$ cat src/rtl/sdram_pkg.sv
// Shared encodings for the SDRAM power-up initialisation sequencer.
// Optional feature macro (see top): SDRAM_INIT_REINIT_EN.
package sdram_pkg;

    // {CS_n, RAS_n, CAS_n, WE_n}
    localparam logic [3:0] CMD_INHIBIT      = 4'b1111;
    localparam logic [3:0] CMD_NOP          = 4'b0111;
    localparam logic [3:0] CMD_PRECHARGE    = 4'b0010;
    localparam logic [3:0] CMD_AUTO_REFRESH = 4'b0001;
    localparam logic [3:0] CMD_LOAD_MODE    = 4'b0000;

    localparam int PRECHARGE_ALL_BIT = 10;

    typedef enum logic [3:0] {
        ST_IDLE      = 4'd0,
        ST_PWR_START = 4'd1,
        ST_PWR_WAIT  = 4'd2,
        ST_PRE       = 4'd3,
        ST_WAIT_RP   = 4'd4,
        ST_REF       = 4'd5,
        ST_WAIT_RFC  = 4'd6,
        ST_LMR       = 4'd7,
        ST_WAIT_MRD  = 4'd8,
        ST_DONE      = 4'd9
    } state_e;

    // Command states last one cycle and restart the external wait counter.
    function automatic logic is_cmd_state(input state_e s);
        return (s == ST_PWR_START) || (s == ST_PRE) || (s == ST_REF) || (s == ST_LMR);
    endfunction

endpackage

$ cat src/rtl/sdram_cmd_out_reg.sv
// Registered SDRAM pin driver: decodes the next FSM state into cmd/addr/ba/cke
// so the pins change on the same edge that enters the state.
module sdram_cmd_out_reg
    import sdram_pkg::*;
#(
    parameter int                ADDR_W   = 13,
    parameter logic [ADDR_W-1:0] MODE_REG = ADDR_W'(13'h032)
) (
    input  logic              CLK,
    input  logic              RST,
    input  state_e            state_d,
    output logic [3:0]        cmd,
    output logic [ADDR_W-1:0] addr,
    output logic [1:0]        ba,
    output logic              cke
);

    logic [3:0]        cmd_d,  cmd_q;
    logic [ADDR_W-1:0] addr_d, addr_q;
    logic [1:0]        ba_d,   ba_q;
    logic              cke_d,  cke_q;

    always_comb begin
        cmd_d  = CMD_NOP;
        addr_d = '0;
        ba_d   = 2'b00;
        cke_d  = 1'b1;
        case (state_d)
            ST_IDLE: begin
                cmd_d = CMD_INHIBIT;
                cke_d = 1'b0;
            end
            ST_PRE: begin
                cmd_d                    = CMD_PRECHARGE;
                addr_d[PRECHARGE_ALL_BIT] = 1'b1;
            end
            ST_REF:  cmd_d = CMD_AUTO_REFRESH;
            ST_LMR: begin
                cmd_d  = CMD_LOAD_MODE;
                addr_d = MODE_REG;
            end
            default: cmd_d = CMD_NOP;
        endcase
    end

    always_ff @(posedge CLK or posedge RST) begin
        if (RST) begin
            cmd_q  <= CMD_INHIBIT;
            addr_q <= '0;
            ba_q   <= 2'b00;
            cke_q  <= 1'b0;
        end else begin
            cmd_q  <= cmd_d;
            addr_q <= addr_d;
            ba_q   <= ba_d;
            cke_q  <= cke_d;
        end
    end

    assign cmd  = cmd_q;
    assign addr = addr_q;
    assign ba   = ba_q;
    assign cke  = cke_q;

endmodule

$ cat src/rtl/sdram_init_sequencer.sv
// SDRAM power-up init: wait, PRECHARGE ALL, N x AUTO REFRESH, LOAD MODE.
// Define SDRAM_INIT_REINIT_EN to let start in DONE rerun the whole sequence.
module sdram_init_sequencer
    import sdram_pkg::*;
#(
    parameter int                SIZE      = 16,
    parameter int                ADDR_W    = 13,
    parameter int                T_POWERUP = 20000,
    parameter int                T_RP      = 3,
    parameter int                T_RFC     = 7,
    parameter int                T_MRD     = 3,
    parameter int                N_REFRESH = 2,
    parameter logic [ADDR_W-1:0] MODE_REG  = ADDR_W'(13'h032)
) (
    input  logic              CLK,
    input  logic              RST,
    input  logic              start,
    output logic [SIZE-1:0]   period,
    output logic              timer_reset,
    input  logic              count_finish,
    output logic              cke,
    output logic [3:0]        cmd,
    output logic [ADDR_W-1:0] addr,
    output logic [1:0]        ba,
    output logic              busy,
    output logic              init_done
);

    localparam int RC_W = (N_REFRESH > 1) ? $clog2(N_REFRESH) : 1;

    if (T_POWERUP < 3 || T_RP < 3 || T_RFC < 3 || T_MRD < 3 || N_REFRESH < 1) begin : g_param_err
        $error("sdram_init_sequencer: timing parameters must be >= 3 and N_REFRESH >= 1");
    end

    state_e            state_d, state_q;
    logic [RC_W-1:0]   ref_cnt_d, ref_cnt_q;
    logic [SIZE-1:0]   period_d, period_q;
    logic              timer_reset_d, timer_reset_q;
    logic              busy_d, busy_q;
    logic              init_done_d, init_done_q;

    always_comb begin
        state_d   = state_q;
        ref_cnt_d = ref_cnt_q;
        case (state_q)
            ST_IDLE:      if (start) state_d = ST_PWR_START;
            ST_PWR_START: state_d = ST_PWR_WAIT;
            ST_PWR_WAIT:  if (count_finish) state_d = ST_PRE;
            ST_PRE:       state_d = ST_WAIT_RP;
            ST_WAIT_RP:   if (count_finish) state_d = ST_REF;
            ST_REF:       state_d = ST_WAIT_RFC;
            ST_WAIT_RFC: begin
                if (count_finish) begin
                    if (ref_cnt_q == RC_W'(N_REFRESH - 1)) begin
                        state_d   = ST_LMR;
                        ref_cnt_d = '0;
                    end else begin
                        state_d   = ST_REF;
                        ref_cnt_d = ref_cnt_q + RC_W'(1);
                    end
                end
            end
            ST_LMR:       state_d = ST_WAIT_MRD;
            ST_WAIT_MRD:  if (count_finish) state_d = ST_DONE;
`ifdef SDRAM_INIT_REINIT_EN
            ST_DONE:      if (start) state_d = ST_PWR_START;
`else
            ST_DONE:      state_d = ST_DONE;
`endif
            default:      state_d = ST_IDLE;
        endcase
    end

    // Outputs decode state_d so they land on the edge that enters the state.
    // period holds between commands so the counter compare stays stable.
    always_comb begin
        period_d      = period_q;
        timer_reset_d = is_cmd_state(state_d);
        busy_d        = (state_d != ST_IDLE) && (state_d != ST_DONE);
        init_done_d   = (state_d == ST_DONE);
        case (state_d)
            ST_PWR_START: period_d = SIZE'(T_POWERUP - 2);
            ST_PRE:       period_d = SIZE'(T_RP - 2);
            ST_REF:       period_d = SIZE'(T_RFC - 2);
            ST_LMR:       period_d = SIZE'(T_MRD - 2);
            default:      period_d = period_q;
        endcase
    end

    always_ff @(posedge CLK or posedge RST) begin
        if (RST) begin
            state_q       <= ST_IDLE;
            ref_cnt_q     <= '0;
            period_q      <= '0;
            timer_reset_q <= 1'b0;
            busy_q        <= 1'b0;
            init_done_q   <= 1'b0;
        end else begin
            state_q       <= state_d;
            ref_cnt_q     <= ref_cnt_d;
            period_q      <= period_d;
            timer_reset_q <= timer_reset_d;
            busy_q        <= busy_d;
            init_done_q   <= init_done_d;
        end
    end

    sdram_cmd_out_reg #(
        .ADDR_W   (ADDR_W),
        .MODE_REG (MODE_REG)
    ) u_cmd_out (
        .CLK     (CLK),
        .RST     (RST),
        .state_d (state_d),
        .cmd     (cmd),
        .addr    (addr),
        .ba      (ba),
        .cke     (cke)
    );

    assign period      = period_q;
    assign timer_reset = timer_reset_q;
    assign busy        = busy_q;
    assign init_done   = init_done_q;

endmodule

$ cat config.mk
export PLATFORM = sky130hd
export DESIGN_NAME = sdram_init_sequencer
export DESIGN_NICKNAME = d
export VERILOG_FILES = /design/src/rtl/sdram_pkg.sv /design/src/rtl/sdram_cmd_out_reg.sv /design/src/rtl/sdram_init_sequencer.sv
export SDC_FILE = /design/constraint.sdc
export NUM_CORES = 1
export LEC_CHECK = 0
export CAP_MARGIN = 40
export CORE_ASPECT_RATIO = 1.1
export CORE_MARGIN = 1
export CORE_UTILIZATION = 35
export CTS_BUF_LIST = sky130_fd_sc_hd__clkbuf_2
export DETAILED_ROUTE_END_ITERATION = 8
export PLACE_DENSITY = 0.79
export SETUP_SLACK_MARGIN = 0.15
export SLEW_MARGIN = 40
export SYNTH_ARGS = -nofsm -noshare
export SYNTH_HDL_FRONTEND = slang
export SYNTH_HIERARCHICAL = 1
export SYNTH_SLANG_ARGS = --single-unit
$ cat constraint.sdc
create_clock -name CLK -period 4.3 [get_ports CLK]
set_clock_uncertainty 0.15 [all_clocks]
set_input_delay 0.43 -clock CLK [delete_from_list [all_inputs] [get_ports CLK]]
set_output_delay 0.43 -clock CLK [all_outputs]
set_load 0.05 [all_outputs]
======== Yosys cells after proc, flatten, opt, wreduce, memory -nomap -nowiden ========
Cells that the tools add are included.
word-level totals
  logic and storage cells ................. 48
  input bits .............................. 4
  output and inout bits ................... 39
  flip-flop bits (word level) ............. 40
operators by class
  reduce and logical (&&, ||, !) cells .... 10
  add/sub/neg operators ................... 1
  eq/ne operators ......................... 15
  muxes and demuxes ....................... 13
operators by type and width
  kind                                                                   count
  16-bit case mux with 3 select lines                                    1
  4-bit case mux with 10 select lines                                    1
  4-bit by 3-bit equality test with 1-bit output, second input constant  6
  4-bit two-way mux                                                      5
  4-bit case mux with 4 select lines                                     1
  4-bit by 2-bit equality test with 1-bit output, second input constant  3
  4-bit equality test, second input constant                             3
  4-bit by 1-bit equality test with 1-bit output, second input constant  2
  4-bit logical NOT                                                      2
  6-bit two-way mux                                                      1
  4-bit != test, second input constant                                   1
  4-bit nonzero test                                                     1
  1-bit logical OR                                                       3
  1-bit two-way mux                                                      3
  3-bit nonzero test                                                     1
  2-bit two-way mux                                                      1
  2-bit AND reduction                                                    1
  2-bit OR reduction                                                     1
  1-bit adder, second input constant                                     1
  1-bit logical AND                                                      1

======== Longest topological paths before layout ========
  depth after elaboration ................. 7
  depth in mapped cells ................... 5
  depth with buffers taken out ............ 5

======== Hierarchy ========
Netlist, hierarchy kept.
modules (own cells, without submodules)
  module                seq. area each (µm²)  cells each  instances  area an instance (µm²)
  sdram_init_sequencer  275.3                 60          1          600.6
  sdram_cmd_out_reg     180.2                 31          1          339.1

======== Worst setup path before layout ========
OpenSTA, ideal clock, no wires.
  kind .................................... reg-to-reg
  from .................................... register state_q[1]
  to ...................................... register u_cmd_out.cmd_q[0], in the netlist u_cmd_out/cmd[0]
  required time ........................... 4.066 ns
  setup time .............................. 0.084 ns
  path slack .............................. 2.680 ns
  period minus slack after synthesis ...... 1.620 ns
  path buffers ............................ 0
  cell stages (with the launch flop) ...... 6
  arrival time ............................ 1.386 ns
  path through ............................ dfrtp_1 > nor2_4 > mux2i_1 > o32ai_2 > nand2_1 > or2_2
on the way
  longest elaborated chain between the ends .. 4
  elaborated cells between the ends (all ways) .. 21
  those cells by class .................... 12 x eq/ne; 7 x mux; 2 x reduce/logical
ends and longest elaborated chain
  element                                                                 RTL line                    RTL
  start: declaration                                                      sdram_init_sequencer.sv:35  state_e state_d, state_q;
  start signal: assignment                                                sdram_init_sequencer.sv:99  state_q <= state_d;
  4-bit equality test (tied with other cells)                             sdram_init_sequencer.sv:45  case (state_q)
  4-bit case mux with 10 select lines *                                   sdram_init_sequencer.sv:45
  named net state_d[0]                                                    sdram_init_sequencer.sv:35
  4-bit by 3-bit equality test with 1-bit output (tied with other cells)  sdram_cmd_out_reg.sv:28     case (state_d)
  4-bit case mux with 4 select lines *                                    sdram_cmd_out_reg.sv:28
  named net u_cmd_out.cmd_d[0]                                            sdram_cmd_out_reg.sv:18     logic [3:0] cmd_d, cmd_q;
  end signal: assignment                                                  sdram_cmd_out_reg.sv:53     cmd_q <= cmd_d;
  end: declaration                                                        sdram_cmd_out_reg.sv:18
The timed path passes the listed nets; every way through them passes the cells marked *.
A chain may end at the register's enable or synchronous reset.

==> metrics.cfg <==
[global_route]
grt_pass1_wl_mm = 2.39
overflow = 0
grt_use_total_pct = 11.0
grt_antenna_before_repair = 0
grt_max_degree = 12
grt_pass1_vias = 554

[synthesis]
ys_seq_elements = 18
synthTopCellsByArea = dfrtp_1, buf_4, dfstp_2
synth.avg_cell_area_um2 = 10.3
synth_area_um2 = 940
syn_inst = 91
synth_top_flop_cell = dfrtp_1
ys_seq_area_share_pct = 48.5
yosys.cell_count.top_type = buf_4
yosysTopAreaCell = dfrtp_1
async_flop_share_pct = 100
synth.distinct_cells = 29
synth_top_area_share_pct = 37.3
synth_edf_count = 0
ys_warn_count = 6
netlist_top_cells_count = buf_4, dfrtp_1, nand2_1, dfstp_2, inv_1

[sta]
tightest_slew_ns = 0.715
setup_violations = 0
slew_headroom_pct = 51.9
finalCritPeriodShare_pct = 52.2
finalSetupTns_ns = 0
hold_viol_final = 0
period_needed_ns = 2.25
max_freq_mhz = 445
rsz0062_at_grt = no
setup_ws_ns = 2.05
maxSlewViolCount = 0

[routing]
drt-initial-drc-count = 17
dr_wl_met3_um = 94
viasPerCell = 4.45
routed.top_layer = met4
route.detailed.drc = 0
drt-met1-wl_um = 562
via_count = 618
dr.pass1.iters = 4
drt_wl_total_mm = 1.44
drt.antenna.violating_nets = 0
wl_per_cell_um = 10.3
wl_met2_um = 742

[place]
gp_congestion = 0.794
place_hpwl_mm = 1.08
pre_cts_slack_ns = 2.11
dp.cells = 135
port_buffers = 24

[layout]
fin_util_pct = 43.5
syn_to_final_growth_pct = 16.8
layout-drive-gt1-share_pct = 11.1
diodes = 0
num-fill-cells = 247
fin_nets = 113
fin_cells = 139

[critical_path]
start_kind = flip-flop
worstPathRequired_ns = 3.72
path_class = reg -> out
max_stage_delay_ns = 0.86
critPathTopFamily = buffers and inverters
cp_cell_sequence = clkdlybuf4s50_1
cp_max_fo = 9
crit_arrival_ns = 1.67
crit_slowest_cell = clkdlybuf4s50_1
cp_num_buf_inv = 1
endpoint_kind = output pin

[floorplan]
die_y_um = 56.3
num_io_pins = 43
fp.dieW_um = 51.4
core_area_um2 = 2520
initial_core_util_pct = 37.3
dieArea_um2 = 2900
row_count = 19

[clocking]
clock_latency_ns = 0.29
h-tree-depth = 1
cts_buffer_depth = 2
cts_hold_buf = 0
cts_sinks = 18
cts_resized = 0
cts_tree = yes
root_buffer = clkbuf_2
numCtsBuffers = 3
cts.clk_slew.worst_paths_ns = 0.16
postCtsSetupRepairBufs = 0

[job]
drv_cap = 0

[outcome]
outcome = finished clean

[worst_hold_path]
min-delay-path-class = in -> async

[layout make-up]
type	count	area, um2	share of cell area [%]
clock buffer	3	15.0	1.37
timing repair buffer	24	240	21.9
multi-input combinational	58	329	30.0
tap	31	38.8	3.53
clock inverter	1	3.75	0.342
inverter	4	15.0	1.37
sequential	18	455	41.5
[state kept, by name, summed over array words and instances (netlist names)]
| register | flops |
|---|---|
| init_done | 1 |
| u_cmd_out/addr | 2 |
| u_cmd_out/cmd | 4 |
| busy | 1 |
| timer_reset | 1 |
| state_q | 4 |
| u_cmd_out/cke | 1 |
| ref_cnt_q | 1 |
| period | 3 |
[routing by layer]
layer  GRT usage [%]  up-vias
met2            18.6       32
li1                -      294
met5               0        -
met4            6.95        0
met3            1.63        4
met1            12.7      288
[cell usage in the layout, fill, tap and decap left out, types with 2 or more instances in the layout]
master and n:
conb_1 18, nor2_1 3, a2bb2oi_1 2, nor3_1 2, a21oi_1 2, dfstp_2 4, dfrtp_1 14, nor2_4 2
nand2_1 9, o21ai_0 3, inv_1 4, xnor2_1 2, clkbuf_2 3, clkdlybuf4s50_1 24
[through the flow]
stage | hold slack [ns] | cell area (um2)
2_1_floorplan | 0.0805 | 1000
3_3_place_gp | 0.328 | 1080
3_5_place_dp | 0.328 | 1080
4_1_cts | 0.215 | 1100
5_1_grt | 0.214 | 1100
6_report | 0.212 | 1100
[logic make-up after synthesis]
| logic type | after synthesis | synth area share (%) |
|---|---|---|
| other cells | 2 | 0.799 |
| simple gates | 24 | 14.5 |
| flops | 18 | 48.5 |
| compound gates | 13 | 10.4 |
| buf+inv | 31 | 22.9 |
| xor+xnor | 2 | 1.86 |
| mux | 1 | 1.07 |
[path summary, 6_finish.rpt]
path                       cells past startpoint  slack, ns                    from                      endpoint
max reg2reg                                    5       2.48    state_q[1]$_DFF_PP0_    u_cmd_out/cmd[0]$_DFF_PP1_
max                                            1       2.05  period[11]$_DFFE_PP0P_                     period[9]
min                                            2       0.21                     RST  u_cmd_out/addr[10]$_DFF_PP0_
min reg2reg                                    1       0.35   ref_cnt_q$_DFFE_PP0P_         ref_cnt_q$_DFFE_PP0P_
min in group CLK                               1       0.35   ref_cnt_q$_DFFE_PP0P_         ref_cnt_q$_DFFE_PP0P_
max in group asynchronous                      2       3.44                     RST          state_q[3]$_DFF_PP0_
Power is not shown: default switching activity piles up to over one toggle a cycle in this logic, so the estimate is an artifact.
